<file path="src/rtl/matrix_decoder_top.sv">
// rtl/matrix_decoder_top.sv - inverse matrix decoder: loads 64 encoded lines, undoes pi and rho, streams decoded lines
//
// Ports:
//   clk          system clock, rising edge
//   rst          asynchronous active-low reset
//   start        level request to begin a decode (ignored in LOAD and WRITE)
//   donee        decode complete; held while start stays high
//   cnt_value    current line index, shared by the line fetch and the write-back
//   line_in      encoded line cnt_value, driven combinationally by the source
//   write_enable write_value valid this cycle
//   write_value  decoded line cnt_value
//   data_out     (only with MATRIX_DECODER_FLAT_OUT_EN) all 64 decoded lines, flat
//
// Optional feature macro: MATRIX_DECODER_FLAT_OUT_EN
module matrix_decoder_top #(
    parameter int LINES = 64,
    parameter int WIDTH = 25
) (
    input  logic             clk,
    input  logic             rst,
    input  logic             start,
    output logic             donee,
    output logic [5:0]       cnt_value,
    input  logic [WIDTH-1:0] line_in,
    output logic             write_enable,
    output logic [WIDTH-1:0] write_value
`ifdef MATRIX_DECODER_FLAT_OUT_EN
    ,
    output logic [LINES*WIDTH-1:0] data_out
`endif
);

    typedef enum logic [1:0] {
        IDLE,
        LOAD,
        WRITE,
        DONE
    } state_t;

    // Rho offsets indexed by 5*x+y.
    localparam logic [5:0] RHO [25] = '{
        6'd0,  6'd36, 6'd3,  6'd41, 6'd18,
        6'd1,  6'd44, 6'd10, 6'd45, 6'd2,
        6'd62, 6'd6,  6'd43, 6'd15, 6'd61,
        6'd28, 6'd55, 6'd25, 6'd21, 6'd56,
        6'd27, 6'd20, 6'd39, 6'd8,  6'd14
    };

    state_t           state;
    logic [WIDTH-1:0] line_buf [LINES];
    logic [5:0]       dec_z;
    logic [WIDTH-1:0] dec_line;

    // Decoded line for the index that will be presented after the next edge.
    // On the last LOAD edge this is line 0; line 63 is still being stored then,
    // but no rho offset equals 63, so D(0) never reads it.
    always_comb begin
        dec_z    = (state == WRITE) ? cnt_value + 6'd1 : 6'd0;
        dec_line = '0;
        for (int x = 0; x < 5; x++) begin
            for (int y = 0; y < 5; y++) begin
                // 6-bit add wraps, giving (z + r) mod 64.
                dec_line[5*y+x] = line_buf[6'(dec_z + RHO[5*x+y])][5*((2*x+3*y)%5)+y];
            end
        end
    end

    always_ff @(posedge clk or negedge rst) begin
        if (!rst) begin
            state        <= IDLE;
            cnt_value    <= '0;
            donee        <= 1'b0;
            write_enable <= 1'b0;
            write_value  <= '0;
            for (int i = 0; i < LINES; i++) begin
                line_buf[i] <= '0;
            end
`ifdef MATRIX_DECODER_FLAT_OUT_EN
            data_out     <= '0;
`endif
        end else begin
            case (state)
                IDLE: begin
                    if (start) begin
                        state     <= LOAD;
                        cnt_value <= '0;
`ifdef MATRIX_DECODER_FLAT_OUT_EN
                        data_out  <= '0;
`endif
                    end
                end
                LOAD: begin
                    line_buf[cnt_value] <= line_in;
                    cnt_value           <= cnt_value + 6'd1;
                    if (cnt_value == 6'd63) begin
                        state        <= WRITE;
                        write_enable <= 1'b1;
                        write_value  <= dec_line;
`ifdef MATRIX_DECODER_FLAT_OUT_EN
                        data_out[0 +: WIDTH] <= dec_line;
`endif
                    end
                end
                WRITE: begin
                    cnt_value <= cnt_value + 6'd1;
                    if (cnt_value == 6'd63) begin
                        state        <= DONE;
                        write_enable <= 1'b0;
                        donee        <= 1'b1;
                    end else begin
                        write_value <= dec_line;
`ifdef MATRIX_DECODER_FLAT_OUT_EN
                        data_out[WIDTH*int'(dec_z) +: WIDTH] <= dec_line;
`endif
                    end
                end
                DONE: begin
                    // A held start parks here so it cannot re-trigger a decode.
                    if (!start) begin
                        state <= IDLE;
                        donee <= 1'b0;
                    end
                end
                default: state <= IDLE;
            endcase
        end
    end

endmodule

</file>
<file path="config.mk">
export PLATFORM = sky130hd
export DESIGN_NAME = matrix_decoder_top
export DESIGN_NICKNAME = d
export VERILOG_FILES = /design/src/rtl/matrix_decoder_top.sv
export SDC_FILE = /design/constraint.sdc
export NUM_CORES = 2
export LEC_CHECK = 0
export ABC_AREA = 1
export ABC_CLOCK_PERIOD_IN_PS = 10000
export BUFFER_PORTS_ARGS = -buffer_cell sky130_fd_sc_hd__buf_2
export CAP_MARGIN = 30
export CORE_MARGIN = 2
export CORE_UTILIZATION = 35
export DETAILED_ROUTE_END_ITERATION = 6
export PLACE_DENSITY = 0.51
export SYNTH_ARGS = -nofsm -noshare
export SYNTH_HDL_FRONTEND = slang
export SYNTH_SLANG_ARGS = --single-unit
</file>
<file path="constraint.sdc">
create_clock -name clk -period 10 [get_ports clk]
set_input_delay 1 -clock clk [delete_from_list [all_inputs] [get_ports clk]]
set_output_delay 1 -clock clk [all_outputs]
set_load 0.05 [all_outputs]
</file>
After elaboration in Yosys (flattened, before gate mapping)
Index checks and enable logic that the tools add are counted.
{"block": "word_totals", "register_bits": 1635, "in_bits": 28, "out_inout_bits": 33}
{"block": "classes", "n_addsub": 25, "order_cmp": 27, "n_eq_ne": 9, "n_mux": 94, "n_bitwise": 26, "n_reduce_logical": 11}
{"op": "binary-select mux 25 bit (select 6 bit)", "n": 25}
{"op": "bitwise mux 1600 bit", "n": 1}
{"op": "greater-or-equal comparator 7 bit (second input constant)", "n": 26}
{"op": "inverter 6 -> 7 bit", "n": 26}
{"op": "demux 25 bit (select 6 bit)", "n": 1}
{"op": "2-to-1 mux 25 bit", "n": 5}
{"op": "adder 6 bit (second input constant)", "n": 10}
{"op": "case mux 25 bit (2 select lines)", "n": 1}
{"op": "2-to-1 mux 24 bit", "n": 2}
{"op": "2-to-1 mux 23 bit", "n": 2}
{"op": "2-to-1 mux 22 bit", "n": 2}
{"op": "2-to-1 mux 21 bit", "n": 2}
{"op": "2-to-1 mux 20 bit", "n": 2}
{"op": "2-to-1 mux 19 bit", "n": 2}
{"op": "adder 6 x 5 -> 6 bit (second input constant)", "n": 6}
{"op": "2-to-1 mux 18 bit", "n": 2}
{"op": "2-to-1 mux 17 bit", "n": 2}
{"op": "2-to-1 mux 16 bit", "n": 2}
{"op": "2-to-1 mux 15 bit", "n": 2}
{"op": "2-to-1 mux 14 bit", "n": 2}
{"op": "2-to-1 mux 13 bit", "n": 2}
{"op": "adder 6 x 4 -> 6 bit (second input constant)", "n": 4}
{"op": "2-to-1 mux 12 bit", "n": 2}
{"op": "2-to-1 mux 6 bit", "n": 4}
{"op": "other kinds (29)", "n": 57}

Depth between registers and ports, before layout
{"block": "depth", "depth_word": 9, "depth_mapped": 23, "ltp_nobuf": 18}

Worst setup path before layout
OpenSTA, ideal clock, no wires.
{"block": "synth_path", "path_type": "flip-flop to flip-flop", "start": "reg cnt_value[0]", "end": "reg write_value[18]", "setup_time_ps": 66, "arrival_time_ps": 3271, "t_required_ps": 9934, "path_slack_ps": 6663, "path_stages_with_launch": 19, "n_path_buf": 5, "path_cell_list": "dfrtp_1 > ha_1 > nand2_1 > inv_2 > buf_2 > clkbuf_1 > ha_1 > clkbuf_1 > inv_2 > clkbuf_1 > buf_1 > o21ai_0 > o21ai_0 > nand2_1 > nand3_1 > nand3_1 > nand3_1 > nand3_1 > nand2_1"}
{"block": "synth_via", "elab_chain_len": 9, "elab_cells_between_ends": 14, "classes_between": "2 x add/sub; 3 x eq/ne; 7 x mux; 1 x bitwise; 1 x reduce/logical"}
{"item": "start, declared", "line": "23", "text": "output logic [5:0] cnt_value,"}
{"item": "start signal, assigned", "line": "94", "text": "cnt_value <= cnt_value + 6'd1;"}
{"item": "start signal, assigned", "line": "105", "text": "cnt_value <= cnt_value + 6'd1;"}
{"item": "adder 6 x 1 -> 6 bit", "line": "58", "text": "dec_z = (state == WRITE) ? cnt_value + 6'd1 : 6'd0;"}
{"item": "2-to-1 mux 6 bit", "line": "58"}
{"item": "adder 6 x 5 -> 6 bit", "line": "63", "text": "dec_line[5*y+x] = line_buf[6'(dec_z + RHO[5*x+y])][5*((2*x+3*y)%5)+y];"}
{"item": "inverter 6 -> 7 bit (not written as such)", "line": "63"}
{"item": "binary-select mux 25 bit (select 6 bit)", "line": "63"}
{"item": "2-to-1 mux 4 bit (not written as such) (2 in a row)", "line": "63"}
{"item": "2-to-1 mux 25 bit (on tied branches)", "line": "106, 95"}
{"item": "case mux 25 bit (2 select lines)", "line": "82", "text": "case (state)"}
{"item": "end signal, assigned", "line": "98", "text": "write_value <= dec_line;"}
{"item": "end signal, assigned", "line": "111", "text": "write_value <= dec_line;"}
{"item": "end, declared", "line": "26", "text": "output logic [WIDTH-1:0] write_value"}
Parallel ways exist; a longest one is shown, timed or not. The select of a mux whose other input is x is not followed.
A chain may end at the register's enable or synchronous reset.

Worst setup path in the final report
{"block": "layout_path", "start": "reg state[0]", "end": "reg write_value[22]"}
{"block": "layout_via", "elab_chain_len": 9, "elab_cells_between_ends": 15, "classes_between": "1 x add/sub; 4 x eq/ne; 7 x mux; 1 x bitwise; 2 x reduce/logical"}
{"item": "start, declared", "line": "49", "text": "state_t state;"}
{"item": "start signal, assigned", "line": "70", "text": "state <= IDLE;"}
{"item": "start signal, assigned", "line": "85", "text": "state <= LOAD;"}
{"item": "start signal, assigned", "line": "96", "text": "state <= WRITE;"}
{"item": "equality test 2 bit", "line": "58, 82"}
{"item": "2-to-1 mux 6 bit", "line": "58"}
{"item": "adder 6 bit", "line": "63"}
{"item": "inverter 6 -> 7 bit (not written as such)", "line": "63"}
{"item": "binary-select mux 25 bit (select 6 bit)", "line": "63"}
{"item": "2-to-1 mux 10 bit (not written as such) (2 in a row)", "line": "63"}
{"item": "2-to-1 mux 25 bit (on tied branches)", "line": "106, 95"}
{"item": "case mux 25 bit (2 select lines)", "line": "82"}
Parallel ways exist; a longest one is shown, timed or not. The select of a mux whose other input is x is not followed.

==> run metrics <==
status=complete, no violations; setup TNS=0 ns; clock sink count=approximately 1600; DRC=0; switching fraction of total power=0.431; final WL=308 mm; Final Slew Violations=0; Hold-fix buffers, CTS=0; DR WL/cell=roughly 24 um; Fin Clk Skew=roughly 0.066 ns; crit-path max FO=56; DR pass1 iterations=6; PwrDens=318 nW/um2; Tightest Pin Transition=~1.2 ns; synthesized cell area=between 70000 and 80000 um2; critical path's top delay family=buffers and inverters; clock share of power=0.259; Die Y=~480 um; sequential cell area fraction in the yosys report=0.526; Worst slew margin=0.188; Num CTS Buffers=around 180; Final Hold Viols=0; cell mode on critical path=nand2_1; vias in the first global route=roughly 65000; max cap viols=0; Setup-failing EPs final=0; Post-synth EDFFs=0; RSZ-0062 raised after global routing=no; GRT Resource Usage Total=0.271; layout cells sized above 1=0.0684; worst setup path category=flop to flop; fin area=86800 um2; Tot Pwr=~28 mW; Worst setup EP type=flop; total die area=between 200000 and 250000 um2; post-CTS sizing=0; Comb pwr share=0.402; Area Growth Syn to Fin=11.6%; CP max-delay cell=ha_1; initial antenna violation count=24; Switch Pwr=11.9 mW; Iter 0 DRT Violations=roughly 6600; setup repair bufs after CTS=0; commonest non-fill, non-tap cells in the layout=nand2_1, o21ai_0, dfrtp_1; CP max stage delay=0.76 ns; Max H-tree Level=4; CP arrival=about 6 ns; crit share post-route=0.541; Post-synth ARST share=1.00; Synthesis Warnings=0; die width=475 um; HP Class=primary input to async pin; Clock Path Buffers=3; WP data required=roughly 11 ns; largest net degree at the start of global routing=between 150 and 200; Buf/Inv on CP=5; row count=173; global route overflow=0; final net count=9924; syn avg cell area=7.56 um2; HPWL Detailed=~190 mm; crit path cell chain=inv_1, ha_1, nand2_4, inv_8, ha_4, clkinv_2, buf_4, nand3_1, nand2_1, nand2_1, nand2_1, inv_1, nand2_1, nand3_1, nand3_1, nand3_1, nand2_1; GPL Wtd Cong=between 0.9 and 1; most common cell after layout, fill and taps aside=nand2_1; vias per cell=around 5.2; placed inst area=around 80000 um2; Final ANT Viol Nets=0; CTS root buf=clkbuf_16; cell-internal power=approximately 16 mW; routed vias=slightly below 70000; fin crit period=roughly 5.4 ns; Core Area=approximately 220000 um2; Worst-Skew Late Latency=roughly 0.88 ns; maximum VDD drop=around 0.22 mV; Startpoint Class=flop; Starting Density=0.351; Yosys reg bits=between 1500 and 2000; Port Buffers=60; first-pass GRT wire length=455 mm; Ports=61; clock slew at reported path FFs=~0.060 ns; number of distinct library cells after synthesis=35; Max Clk Rate=between 150 and 200 MHz; Main synth FF type=dfrtp_1; syn nets=10318; Cells after Synth=roughly 10000; Flop pwr share=0.339; total leakage power=44.8 nW; CTS tree=built
-- cell type report --
type                       instances  area (um2)
multi-input combinational       7304       31800
inverter                         539        2030
sequential                      1635       40900
tap                             2975        3720
fill                           23167      135000
clock buffer                     278        5480
clock inverter                    66         902
timing repair buffer             224        1880
antenna                            8        20.0
-- path summary, 6_finish.rpt --
kind                            cells after the start              end           start  slack (ns)
min in group clk                                    3    line_buf[782]      line_in[7]        0.38
worst min register to register                      2   line_buf[1000]  line_buf[1000]        0.48
worst min-delay path                                1    line_buf[971]             rst        0.12
max in group asynchronous                           3   line_buf[1185]             rst        7.52
worst max-delay path                               17  write_value[22]        state[0]        4.59
worst max register to register                     17  write_value[22]        state[0]        4.59
-- per-layer routing --
layer  vias up  global-route usage  share of wire
li1      31946                   -              -
met1     33601               0.362           0.43
met2      2296               0.437           0.46
met3       495              0.0417          0.061
met4         8               0.116          0.045
met5         -                   0        0.00016
-- stage by stage --
step | hold slack (ns) | util | instances | setup slack [ns]
3_5_place_dp | 0.462 | 0.362 | 12674 | 4.64
6_report | 0.122 | 0.392 | 13029 | 4.59
5_1_grt | 0.168 | 0.392 | 13022 | 4.28
4_1_cts | 0.149 | 0.391 | 13018 | 4.57
3_3_place_gp | 0.459 | 0.361 | 12661 | 4.66
2_1_floorplan | 0.446 | - | 10282 | 6.66
-- worst reg2reg max path, cell delays in order, from the launching register on --
cell	delay [ns]
dfrtp_1	0.41
inv_1	0.15
ha_1	0.76
nand2_4	0.50
inv_8	0.48
ha_4	0.53
clkinv_2	0.81
buf_4	0.60
nand3_1	0.18
nand2_1	0.08
nand2_1	0.07
nand2_1	0.06
inv_1	0.05
nand2_1	0.05
nand3_1	0.12
nand3_1	0.19
nand3_1	0.15
nand2_1	0.06
-- registers in the layout (all words and copies together), names as in the netlist --
register      count
donee             1
line_buf       1600
state             2
write_enable      1
write_value      25
cnt_value         6
-- power by group through the flow --
stage | combinational (mW) | sequential [mW] | clock (mW)
5_1_grt | 12.2 | 9.58 | 7.56
3_5_place_dp | 11.0 | 9.46 | 0
2_1_floorplan | 6.76 | 9.38 | 0
4_1_cts | 11.1 | 9.36 | 7.28
6_report | 11.1 | 9.38 | 7.15
3_3_place_gp | 11.0 | 9.42 | 0
-- synth_stat cells (all sizes together) (7+ instances only) --
master | n | area, um2
nand2 | 4105 | 15400
o21ai | 1897 | 9500
dfrtp | 1635 | 40900
clkbuf | 568 | 2130
inv | 537 | 2020
nand3 | 536 | 2710
nor2 | 402 | 1540
buf | 236 | 1170
a21oi | 166 | 831
o211ai | 97 | 728
or2 | 34 | 213
xor2 | 17 | 149
nor3 | 14 | 95.1
xnor2 | 9 | 78.8
ha | 8 | 100
nand4 | 7 | 50.1
-- kinds of logic after synthesis --
| kind of cell | after synthesis | share of synthesized area |
|---|---|---|
| AO/OA/AOI/OAI | 2164 | 0.143 |
| AND/OR/NAND/NOR | 5106 | 0.259 |
| XOR/XNOR | 26 | 0.00293 |
| buffers and inverters | 1343 | 0.0685 |
| adder cells (fa/ha/maj) | 8 | 0.00129 |
| flip-flops | 1635 | 0.526 |
No activity file was read; power rests on OpenSTA's default activity.
